**src/rtl/cmpl_mul_arbiter_pkg.sv**
```systemverilog
// Shared types and constants for the complex-multiplier scheduler.
package cmpl_mul_pkg;

  localparam int DW        = 18;
  localparam int MUL_LAT   = 2;
  localparam int N_REQ_MAX = 8;
  localparam int ID_W      = $clog2(N_REQ_MAX);

  typedef struct packed {
    logic signed [DW-1:0] re;
    logic signed [DW-1:0] im;
  } cmpl_op_t;

  typedef struct packed {
    logic [ID_W-1:0]        id;
    logic signed [2*DW-1:0] re;
    logic signed [2*DW-1:0] im;
  } cmpl_res_t;

endpackage

```
**src/rtl/cmpl_mul_arbiter_if.sv**
```systemverilog
// Requester, multiplier and result-stream signals of the complex-multiplier scheduler.
interface cmpl_mul_arbiter_if #(
  parameter int N_REQ = 4,
  parameter int DW    = cmpl_mul_pkg::DW
) ();

  localparam int IDW = $clog2(N_REQ);

  logic [N_REQ-1:0]    req_valid;
  logic [N_REQ-1:0]    req_ready;
  logic [N_REQ*DW-1:0] req_a_real;
  logic [N_REQ*DW-1:0] req_a_imag;
  logic [N_REQ*DW-1:0] req_b_real;
  logic [N_REQ*DW-1:0] req_b_imag;

  logic [DW-1:0]       mul_a_real;
  logic [DW-1:0]       mul_a_imag;
  logic [DW-1:0]       mul_b_real;
  logic [DW-1:0]       mul_b_imag;
  logic [2*DW-1:0]     mul_res_real;
  logic [2*DW-1:0]     mul_res_imag;

  logic                out_valid;
  logic                out_ready;
  logic [IDW-1:0]      out_id;
  logic [2*DW-1:0]     out_real;
  logic [2*DW-1:0]     out_imag;

  modport slave (
    input  req_valid, req_a_real, req_a_imag, req_b_real, req_b_imag,
    input  mul_res_real, mul_res_imag, out_ready,
    output req_ready, mul_a_real, mul_a_imag, mul_b_real, mul_b_imag,
    output out_valid, out_id, out_real, out_imag
  );

  modport master (
    output req_valid, req_a_real, req_a_imag, req_b_real, req_b_imag,
    output mul_res_real, mul_res_imag, out_ready,
    input  req_ready, mul_a_real, mul_a_imag, mul_b_real, mul_b_imag,
    input  out_valid, out_id, out_real, out_imag
  );

endinterface

```
**src/rtl/cmpl_mul_arbiter_res_fifo.sv**
```systemverilog
// Result FIFO with first-word-fall-through head and occupancy count.
module cmpl_res_fifo import cmpl_mul_pkg::*; #(
  parameter int DEPTH = 4,
  localparam int AW    = $clog2(DEPTH),
  localparam int CNT_W = $clog2(DEPTH) + 1
) (
  input  logic             clock,
  input  logic             rst_n,
  input  logic             push,
  input  cmpl_res_t        din,
  input  logic             pop,
  output cmpl_res_t        dout,
  output logic [CNT_W-1:0] count
);

  cmpl_res_t      mem [DEPTH];
  logic [AW-1:0]  wr_ptr;
  logic [AW-1:0]  rd_ptr;
  logic           empty;
  logic           pop_en;

  assign empty  = (count == '0);
  assign pop_en = pop & ~empty;
  // Head reads as zero while empty so the output bus is clean out of reset.
  assign dout   = empty ? '0 : mem[rd_ptr];

  always_ff @(posedge clock or negedge rst_n) begin
    if (!rst_n) begin
      wr_ptr <= '0;
      rd_ptr <= '0;
      count  <= '0;
    end else begin
      if (push)   wr_ptr <= wr_ptr + AW'(1);
      if (pop_en) rd_ptr <= rd_ptr + AW'(1);
      count <= count + CNT_W'(push) - CNT_W'(pop_en);
    end
  end

  always_ff @(posedge clock) begin
    if (push) mem[wr_ptr] <= din;
  end

  a_no_overflow: assert property (@(posedge clock) disable iff (!rst_n)
                                  (push && count == CNT_W'(DEPTH)) |-> pop)
    else $error("result FIFO overflow");

endmodule

```
**src/rtl/cmpl_mul_arbiter.sv**
```systemverilog
// Round-robin scheduler sharing one pipelined complex multiplier among N_REQ requesters,
// with an ID tag pipeline and a credit-protected result FIFO.
module cmpl_mul_arbiter import cmpl_mul_pkg::*; #(
  parameter int N_REQ      = 4,
  parameter int DW         = cmpl_mul_pkg::DW,
  parameter int MUL_LAT    = cmpl_mul_pkg::MUL_LAT,
  parameter int FIFO_DEPTH = 4
) (
  input logic               clock,
  input logic               rst_n,
  cmpl_mul_arbiter_if.slave bus
);

  localparam int           IDW   = $clog2(N_REQ);
  localparam int           CNT_W = $clog2(FIFO_DEPTH) + 1;
  localparam logic [IDW:0] N_L   = (IDW+1)'(N_REQ);

  logic [IDW-1:0]              rr_ptr;
  logic [IDW-1:0]              gnt_idx;
  logic [IDW:0]                arb_idx;
  logic                        gnt_any;
  logic                        credit_ok;
  logic                        accept;
  logic                        pop;
  logic [N_REQ-1:0]            grant;
  int unsigned                 used;
  logic [MUL_LAT:0]            tag_v;
  logic [MUL_LAT:0][IDW-1:0]   tag_id;
  cmpl_op_t                    req_a [N_REQ];
  cmpl_op_t                    req_b [N_REQ];
  cmpl_op_t                    op_a;
  cmpl_op_t                    op_b;
  logic [CNT_W-1:0]            fifo_count;
  cmpl_res_t                   push_data;
  cmpl_res_t                   head;

  for (genvar g = 0; g < N_REQ; g++) begin : g_unpack
    assign req_a[g] = '{re: bus.req_a_real[g*DW +: DW], im: bus.req_a_imag[g*DW +: DW]};
    assign req_b[g] = '{re: bus.req_b_real[g*DW +: DW], im: bus.req_b_imag[g*DW +: DW]};
  end

  assign pop = bus.out_valid & bus.out_ready;

  // FIFO count plus valid tags is every result already owed a slot; a head leaving
  // this cycle frees its slot well before a grant made now can reach the FIFO.
  always_comb begin
    used      = 32'(fifo_count) + 32'($countones(tag_v));
    credit_ok = rst_n && (used < 32'(FIFO_DEPTH) + 32'(pop));
  end

  always_comb begin
    gnt_any = 1'b0;
    gnt_idx = '0;
    arb_idx = '0;
    for (int unsigned k = 1; k <= N_REQ; k++) begin
      arb_idx = {1'b0, rr_ptr} + (IDW+1)'(k);
      if (arb_idx >= N_L) arb_idx = arb_idx - N_L;
      if (!gnt_any && bus.req_valid[arb_idx[IDW-1:0]]) begin
        gnt_any = 1'b1;
        gnt_idx = arb_idx[IDW-1:0];
      end
    end
    grant = '0;
    if (gnt_any && credit_ok) grant[gnt_idx] = 1'b1;
  end

  assign accept        = gnt_any & credit_ok;
  assign bus.req_ready = grant;

  always_ff @(posedge clock or negedge rst_n) begin
    if (!rst_n) begin
      rr_ptr <= IDW'(N_REQ - 1);
      tag_v  <= '0;
      tag_id <= '0;
      op_a   <= '0;
      op_b   <= '0;
    end else begin
      tag_v  <= {tag_v[MUL_LAT-1:0], accept};
      tag_id <= {tag_id[MUL_LAT-1:0], gnt_idx};
      if (accept) begin
        rr_ptr <= gnt_idx;
        op_a   <= req_a[gnt_idx];
        op_b   <= req_b[gnt_idx];
      end
    end
  end

  assign bus.mul_a_real = op_a.re;
  assign bus.mul_a_imag = op_a.im;
  assign bus.mul_b_real = op_b.re;
  assign bus.mul_b_imag = op_b.im;

  always_comb begin
    push_data.id = ID_W'(tag_id[MUL_LAT]);
    push_data.re = bus.mul_res_real;
    push_data.im = bus.mul_res_imag;
  end

  cmpl_res_fifo #(
    .DEPTH (FIFO_DEPTH)
  ) u_res_fifo (
    .clock (clock),
    .rst_n (rst_n),
    .push  (tag_v[MUL_LAT]),
    .din   (push_data),
    .pop   (pop),
    .dout  (head),
    .count (fifo_count)
  );

  assign bus.out_valid = (fifo_count != '0);
  assign bus.out_id    = IDW'(head.id);
  assign bus.out_real  = head.re;
  assign bus.out_imag  = head.im;

endmodule
```
**src/flat_wrapper.sv**
```systemverilog
// flat-port wrapper written by rule: the top's interface ports become plain ports
module cmpl_mul_arbiter_flat import cmpl_mul_pkg::*;
#(
  parameter int N_REQ      = 4,
  parameter int DW         = cmpl_mul_pkg::DW,
  parameter int MUL_LAT    = cmpl_mul_pkg::MUL_LAT,
  parameter int FIFO_DEPTH = 4
)
  (clock, rst_n, bus_req_valid, bus_req_a_real, bus_req_a_imag, bus_req_b_real, bus_req_b_imag, bus_mul_res_real, bus_mul_res_imag, bus_out_ready, bus_req_ready, bus_mul_a_real, bus_mul_a_imag, bus_mul_b_real, bus_mul_b_imag, bus_out_valid, bus_out_id, bus_out_real, bus_out_imag);
  cmpl_mul_arbiter_if #(.N_REQ(N_REQ), .DW(DW)) bus_i ();
  input logic clock;
  input logic rst_n;
  input wire logic [$bits(bus_i.req_valid)-1:0] bus_req_valid;
  input wire logic [$bits(bus_i.req_a_real)-1:0] bus_req_a_real;
  input wire logic [$bits(bus_i.req_a_imag)-1:0] bus_req_a_imag;
  input wire logic [$bits(bus_i.req_b_real)-1:0] bus_req_b_real;
  input wire logic [$bits(bus_i.req_b_imag)-1:0] bus_req_b_imag;
  input wire logic [$bits(bus_i.mul_res_real)-1:0] bus_mul_res_real;
  input wire logic [$bits(bus_i.mul_res_imag)-1:0] bus_mul_res_imag;
  input wire logic [$bits(bus_i.out_ready)-1:0] bus_out_ready;
  output wire logic [$bits(bus_i.req_ready)-1:0] bus_req_ready;
  output wire logic [$bits(bus_i.mul_a_real)-1:0] bus_mul_a_real;
  output wire logic [$bits(bus_i.mul_a_imag)-1:0] bus_mul_a_imag;
  output wire logic [$bits(bus_i.mul_b_real)-1:0] bus_mul_b_real;
  output wire logic [$bits(bus_i.mul_b_imag)-1:0] bus_mul_b_imag;
  output wire logic [$bits(bus_i.out_valid)-1:0] bus_out_valid;
  output wire logic [$bits(bus_i.out_id)-1:0] bus_out_id;
  output wire logic [$bits(bus_i.out_real)-1:0] bus_out_real;
  output wire logic [$bits(bus_i.out_imag)-1:0] bus_out_imag;
  assign bus_i.req_valid = bus_req_valid;
  assign bus_i.req_a_real = bus_req_a_real;
  assign bus_i.req_a_imag = bus_req_a_imag;
  assign bus_i.req_b_real = bus_req_b_real;
  assign bus_i.req_b_imag = bus_req_b_imag;
  assign bus_i.mul_res_real = bus_mul_res_real;
  assign bus_i.mul_res_imag = bus_mul_res_imag;
  assign bus_i.out_ready = bus_out_ready;
  assign bus_req_ready = bus_i.req_ready;
  assign bus_mul_a_real = bus_i.mul_a_real;
  assign bus_mul_a_imag = bus_i.mul_a_imag;
  assign bus_mul_b_real = bus_i.mul_b_real;
  assign bus_mul_b_imag = bus_i.mul_b_imag;
  assign bus_out_valid = bus_i.out_valid;
  assign bus_out_id = bus_i.out_id;
  assign bus_out_real = bus_i.out_real;
  assign bus_out_imag = bus_i.out_imag;
  cmpl_mul_arbiter #(.N_REQ(N_REQ), .DW(DW), .MUL_LAT(MUL_LAT), .FIFO_DEPTH(FIFO_DEPTH)) u_core (.clock(clock), .rst_n(rst_n), .bus(bus_i));
endmodule
```
**config.mk**
```make
export PLATFORM = sky130hd
export DESIGN_NAME = cmpl_mul_arbiter_flat
export DESIGN_NICKNAME = d
export VERILOG_FILES = /design/src/rtl/cmpl_mul_arbiter_pkg.sv /design/src/rtl/cmpl_mul_arbiter_if.sv /design/src/rtl/cmpl_mul_arbiter_res_fifo.sv /design/src/rtl/cmpl_mul_arbiter.sv /design/src/flat_wrapper.sv
export SDC_FILE = /design/constraint.sdc
export NUM_CORES = 1
export LEC_CHECK = 0
export ABC_CLOCK_PERIOD_IN_PS = 6400
export BUFFER_PORTS_ARGS = -buffer_cell sky130_fd_sc_hd__buf_4
export CORE_ASPECT_RATIO = 0.8
export CORE_MARGIN = 1
export CORE_UTILIZATION = 25
export DETAILED_ROUTE_END_ITERATION = 6
export PLACE_DENSITY_LB_ADDON = 0.05
export REMOVE_ABC_BUFFERS = 1
export SLEW_MARGIN = 20
export SYNTH_ARGS = -nofsm -noshare
export SYNTH_HDL_FRONTEND = slang
export SYNTH_HIERARCHICAL = 1
export SYNTH_SLANG_ARGS = --single-unit
```
**constraint.sdc**
```tcl
create_clock -name clock -period 6.4 [get_ports clock]
set_clock_uncertainty 0.1 [all_clocks]
set_input_delay 0.64 -clock clock [delete_from_list [all_inputs] [get_ports clock]]
set_output_delay 0.64 -clock clock [all_outputs]
set_load 0.005 [all_outputs]
```
==> results of run 1 <==
-- final timing paths --
check / endpoint / slack (ns) / depth (start not counted)
min in group asynchronous: u_core/bus.mul_a_imag[11] / 0.50 / 2
max in group asynchronous: u_core/bus.mul_a_real[15] / 4.46 / 3
worst min register to register: u_core/push_data[73] / 0.25 / 0
worst max register to register: u_core/bus.mul_a_real[11] / 2.20 / 10
worst min-delay path: u_core/u_res_fifo/mem[0][68] / 0.17 / 1
worst max-delay path: bus_req_ready[2] / 1.47 / 11
-- final cells by class --
| cell class | instances | area, µm² | share of cell area [%] |
|---|---|---|---|
| flip-flops and latches | 386 | 11200 | 48.7 |
| multi-input cells | 634 | 5150 | 22.5 |
| repair buffers | 536 | 4030 | 17.6 |
| clock buffers | 58 | 1200 | 5.23 |
| well taps | 860 | 1080 | 4.70 |
| clock inverters | 25 | 228 | 0.995 |
| inverters | 14 | 55.1 | 0.240 |
| diodes | 4 | 10.0 | 0.0437 |
-- state kept, by name, indices dropped and copies added (netlist names) --
name and cells:
u_core/tag_v 3, u_core/u_res_fifo/rd_ptr 2, u_core/push_data 2, u_core/tag_id 4, u_core/rr_ptr 2, u_core/u_res_fifo/wr_ptr 2
u_core/u_res_fifo/mem 296, u_core/bus.mul_a_imag 18, u_core/bus.mul_b_real 18, u_core/bus.mul_a_real 18, u_core/bus.mul_b_imag 18, u_core/u_res_fifo/count 3
-- report_power, final --
group / switching, W / internal [W] / leakage (nW)
sequential: 0.000408 / 0.00333 / 3.70
clock: 0.00106 / 0.00145 / 0.691
combinational: 0.00225 / 0.00202 / 4.44
-- per-layer routing --
metal | track usage (%) | part of all wire, % | up-vias | routed length, µm
li1 | - | - | 5380 | -
met4 | 4.98 | 2.2 | 12 | 1380
met2 | 27.7 | 49 | 327 | 30100
met1 | 23.0 | 43 | 6083 | 26400
met3 | 4.41 | 6.5 | 88 | 4050
met5 | 0 | 0.13 | - | 81
-- metrics by stage --
step	util [%]	power (W)	area (µm²)	instances	hold WS [ns]
final	34.6	0.0105	22900	2517	0.169
after global placement	32.4	0.00817	21400	2429	0.232
after global routing	34.6	0.0112	22900	2516	0.126
after detailed placement	32.4	0.00819	21400	2429	0.236
after CTS	34.6	0.0108	22900	2513	0.119
after floorplan	-	0.00590	16300	1034	0.231
==> impl_metrics.py, run 1 <==
metrics = {
    "status": {
        "status": "complete, no violations",
    },
    "timing": {
        "setup-tns-final_ns": 0,
        "worst_slack_ns": 1.47,
        "layout_worst_path_cycle_share_pct": 77.0,
        "fmax_ghz": 0.203,
        "timing.slew.headroom_pct": 24.7,
        "slew_viol_final": 0,
        "layout_min_cycle_time_ns": 4.93,
        "setup-violations-final": 0,
        "rsz0062_at_grt": "no",
        "worstMarginPinSlew_ns": 1.10,
        "hold_viol": 0,
    },
    "min_path": {
        "hold_class": "input pin to flip-flop",
        "holdCritStartpoint": "bus_mul_res_real[32]",
    },
    "floorplan": {
        "core_um2": 66100,
        "die_y_um": 234,
        "ios": 518,
        "die_width_um": 292,
        "dieArea_um2": 68400,
        "start_util_pct": 25.5,
        "rows": 84,
    },
    "flow_run": {
        "cap_violations": 0,
    },
    "placement": {
        "pre_cts_ws_ns": 2.03,
        "port-buffer-count": 517,
        "gp_congestion": 0.822,
        "hpwl_um": 41200,
    },
    "clock_tree": {
        "path_clk_slew_ns": 0.06,
        "cts_tree": "built",
        "cts_resized": 0,
        "clk_latency_ns": 0.56,
        "h-tree-depth": 2,
        "cts_buffers": 45,
        "root_buffer": "clkbuf_16",
        "cts_hold_buf": 1,
        "cts.sinks": 386,
        "clockBufferDepth": 3,
        "postCtsSetupBuffers": 0,
    },
    "worst_setup_path": {
        "timing.rr.start": "u_core/u_res_fifo/count[0]",
        "critPathTopFamily": "adder cells",
        "cp_cell_sequence": "fa_1 -> ha_1 -> inv_1 -> fa_1 -> nand3b_1 -> a221o_2 -> inv_2 -> buf_4 -> nand2_1 -> nor2_1 -> buf_4",
        "crit_path_end_kind": "primary output",
        "start_kind": "flip-flop",
        "crit_arrival_ns": 4.19,
        "worstSetupStartpoint": "u_core/u_res_fifo/count[0]",
        "cp_slowest_stage_delay_ns": 0.76,
        "critPathSlowestCell": "buf_4",
        "path_buf_inv": 4,
        "cp_max_fo": 76,
        "critical_path_class": "flip-flop to primary output",
        "critPathRequiredTime_ns": 5.66,
    },
    "global_routing": {
        "grt_use_total_pct": 17.2,
        "grt_pass1_vias": 12000,
        "grt_max_degree": 95,
        "grt_overflow": 0,
        "grt_pass1_wl_um": 86100,
        "grt_antenna_before_repair": 13,
    },
    "pwr": {
        "power_density_nw_per_um2": 460,
        "static-leakage-power_nw": 8.83,
        "ir_drop_mv": 0.276,
    },
    "cells_and_area": {
        "nNetsFinal": 1995,
        "nFillCells": 6535,
        "final_common_cell": "buf_4",
        "layout_common_cells": "buf_4 (535), edfxtp_1 (296), nand2_1 (149)",
        "syn2layout_area_growth_pct": 36.0,
        "drive_gt1_share_pct": 41.7,
    },
    "yosys": {
        "synthCells": 1129,
        "avgSynthCellArea_um2": 14.9,
        "synth_area_um2": 16800,
        "ys_warn_count": 6,
    },
    "routing": {
        "route.detailed.drc": 0,
        "wl_um": 62000,
        "via_per_inst": 4.72,
        "drtPass1Iterations": 4,
        "num_vias": 11900,
        "drt_iter0_drc": 622,
        "postRouteAntennaNets": 0,
        "wire_per_inst_um": 24.6,
    },
}
Note: power is estimated with default switching activity, not from simulation.
==> run 2: changes to the inputs <==
--- a/config.mk
+++ b/config.mk
@@ -5,7 +5,7 @@
 export SDC_FILE = /design/constraint.sdc
 export NUM_CORES = 1
 export LEC_CHECK = 0
-export ABC_CLOCK_PERIOD_IN_PS = 6400
+export ABC_CLOCK_PERIOD_IN_PS = 4100
 export BUFFER_PORTS_ARGS = -buffer_cell sky130_fd_sc_hd__buf_4
 export CORE_ASPECT_RATIO = 0.8
 export CORE_MARGIN = 1
==> constraint.sdc (replaced) <==
create_clock -name clock -period 4.1 [get_ports clock]
set_clock_uncertainty 0.1 [all_clocks]
set_input_delay 0.41 -clock clock [delete_from_list [all_inputs] [get_ports clock]]
set_output_delay 0.41 -clock clock [all_outputs]
set_load 0.005 [all_outputs]
==> impl_metrics.py, run 2 (same netlist as run 1, synthesis figures left out) <==
metrics = {
    "status": {
        "status": "complete, no violations",
    },
    "clock_tree": {
        "root_buffer": "clkbuf_16",
        "clk_latency_ns": 0.57,
        "cts_tree": "built",
        "clockBufferDepth": 3,
        "cts_buffers": 45,
        "path_clk_slew_ns": 0.06,
        "h-tree-depth": 2,
        "cts.sinks": 386,
    },
    "floorplan": {
        "dieArea_um2": 68400,
        "ios": 518,
        "die_y_um": 234,
        "rows": 84,
        "die_width_um": 292,
        "start_util_pct": 25.5,
        "core_um2": 66100,
    },
    "timing": {
        "rsz0062_at_grt": "no",
        "fmax_ghz": 0.254,
        "setup-violations-final": 0,
        "layout_worst_path_cycle_share_pct": 96.2,
        "hold_viol": 0,
        "timing.slew.headroom_pct": 38.9,
        "worstMarginPinSlew_ns": 0.917,
        "setup-tns-final_ns": 0,
        "slew_viol_final": 0,
        "layout_min_cycle_time_ns": 3.94,
    },
    "worst_setup_path": {
        "cp_max_fo": 58,
        "crit_arrival_ns": 3.43,
        "worstSetupStartpoint": "u_core/u_res_fifo/count[0]",
        "timing.rr.start": "u_core/u_res_fifo/count[0]",
        "reg2reg_to": "u_core/bus.mul_a_imag[5]",
        "crit_path_end_kind": "primary output",
        "critPathRequiredTime_ns": 3.59,
        "crit_end": "bus_req_ready[1]",
        "critical_path_class": "flip-flop to primary output",
        "start_kind": "flip-flop",
        "r2r_slack_ns": 0.16,
        "r2r_cells": 10,
    },
    "placement": {
        "gp_congestion": 0.862,
        "port-buffer-count": 517,
        "dpl.cell_count": 2444,
        "hpwl_um": 42500,
    },
    "routing": {
        "via_per_inst": 4.72,
        "drtPass1Iterations": 7,
        "postRouteAntennaNets": 0,
        "num_vias": 12800,
        "route.detailed.drc": 0,
        "drt_iter0_drc": 653,
        "wl_um": 63700,
        "wire_per_inst_um": 23.4,
    },
    "min_path": {
        "holdCritStartpoint": "bus_req_a_real[67]",
        "hold_class": "input pin to flip-flop",
        "min_path_cells": 3,
    },
    "cells_and_area": {
        "regMostFlops": "u_core/u_res_fifo/mem",
        "syn2layout_area_growth_pct": 48.6,
        "largest_register_ffs": 296,
        "drive_gt1_share_pct": 37.7,
        "nNetsFinal": 2201,
        "final_common_cell": "buf_4",
        "stdcell_count": 2721,
        "layout_common_cells": "buf_4 (540), edfxtp_1 (296), dlygate4sd3_1 (191)",
        "nFillCells": 6484,
    },
    "global_routing": {
        "grt_max_degree": 75,
        "grt_pass1_wl_um": 90000,
        "grt_overflow": 0,
        "grt_use_total_pct": 17.9,
        "grt_antenna_before_repair": 9,
        "grt_pass1_vias": 13200,
    },
    "pwr": {
        "ir_drop_mv": 0.374,
        "fin_total_pwr_w": 0.0174,
        "static-leakage-power_nw": 9.71,
        "power_density_nw_per_um2": 697,
    },
    "flow_run": {
        "cap_violations": 0,
    },
}
run 2: cell types whose count changed in the layout (fill, tap and decap cells not counted), moves of 2 or more:
cell,previous run,this run
buf_4,535,540
buf_6,0,2
diode_2,4,1
dlygate4sd3_1,1,191
bufinv_16,3,1
clkbuf_1,12,14
a2111oi_1,0,6
clkbuf_8,0,2
buf_12,0,9
clkinv_1,9,11
a2111oi_0,72,66
run 2: layer usage:
metal  up-vias  global-route usage, %  wire length (µm)
li1       5811                      -                 -
met1      6545                   24.2             27700
met2       361                   28.3             30500
met3       118                   3.71              3300
met4        10                   6.15              2140
met5         -                      0                68
run 2: final cells by class:
class | count | area [µm²] | share of cell area [%]
tap | 860 | 1080 | 4.30
clock inverter | 22 | 150 | 0.601
sequential | 386 | 11200 | 44.6
inverter | 14 | 55.1 | 0.220
multi-input combinational | 634 | 5170 | 20.7
antenna | 1 | 2.50 | 0.0100
clock buffer | 62 | 1230 | 4.92
timing repair buffer | 742 | 6170 | 24.7
run 2: critical path, cell delays in order (launching register included):
cell and delay, ns:
dfrtp_1 0.45, fa_1 0.53, ha_1 0.17, inv_1 0.05
fa_1 0.47, nand3b_1 0.09, a221o_4 0.46, buf_12 0.19
nor3_1 0.21, buf_4 0.14
run 2: how the worst min path moves through the flow:
stage	to	slack, ns
6_report	u_core/bus.mul_a_real[13]	0.04
3_5_place_dp	u_core/push_data[73]	0.24
3_3_place_gp	u_core/push_data[73]	0.23
2_1_floorplan	u_core/bus.mul_a_imag[0]	0.01
5_1_grt	u_core/bus.mul_a_real[13]	0.02
4_1_cts	u_core/bus.mul_a_real[13]	0.0001
run 2: power breakdown:
group	switching [W]	internal, W	total, W
registers	0.000557	0.00520	0.00576
clock network	0.00164	0.00217	0.00380
logic	0.00384	0.00403	0.00786
total	0.00603	0.0114	0.0174
run 2: metrics by stage:
stage	hold slack [ns]	util (%)	cell area [µm²]	worst slack, ns
floorplan	0.0144	-	16300	-1.93
global placement	0.233	32.8	21700	0.692
detailed placement	0.237	32.8	21700	0.640
CTS	0.000127	37.7	25000	0.0541
global route	0.0157	37.8	25000	0.0307
finish	0.0416	37.8	25000	0.156
run 2: timing repair:
action                                  in CTS  in global routing
hold buffers                               191                  0
buffers inserted                             0                  1
hold endpoints to repair                   393                  0
resized for setup                            0                  9
endpoints found under the setup margin       0                 49
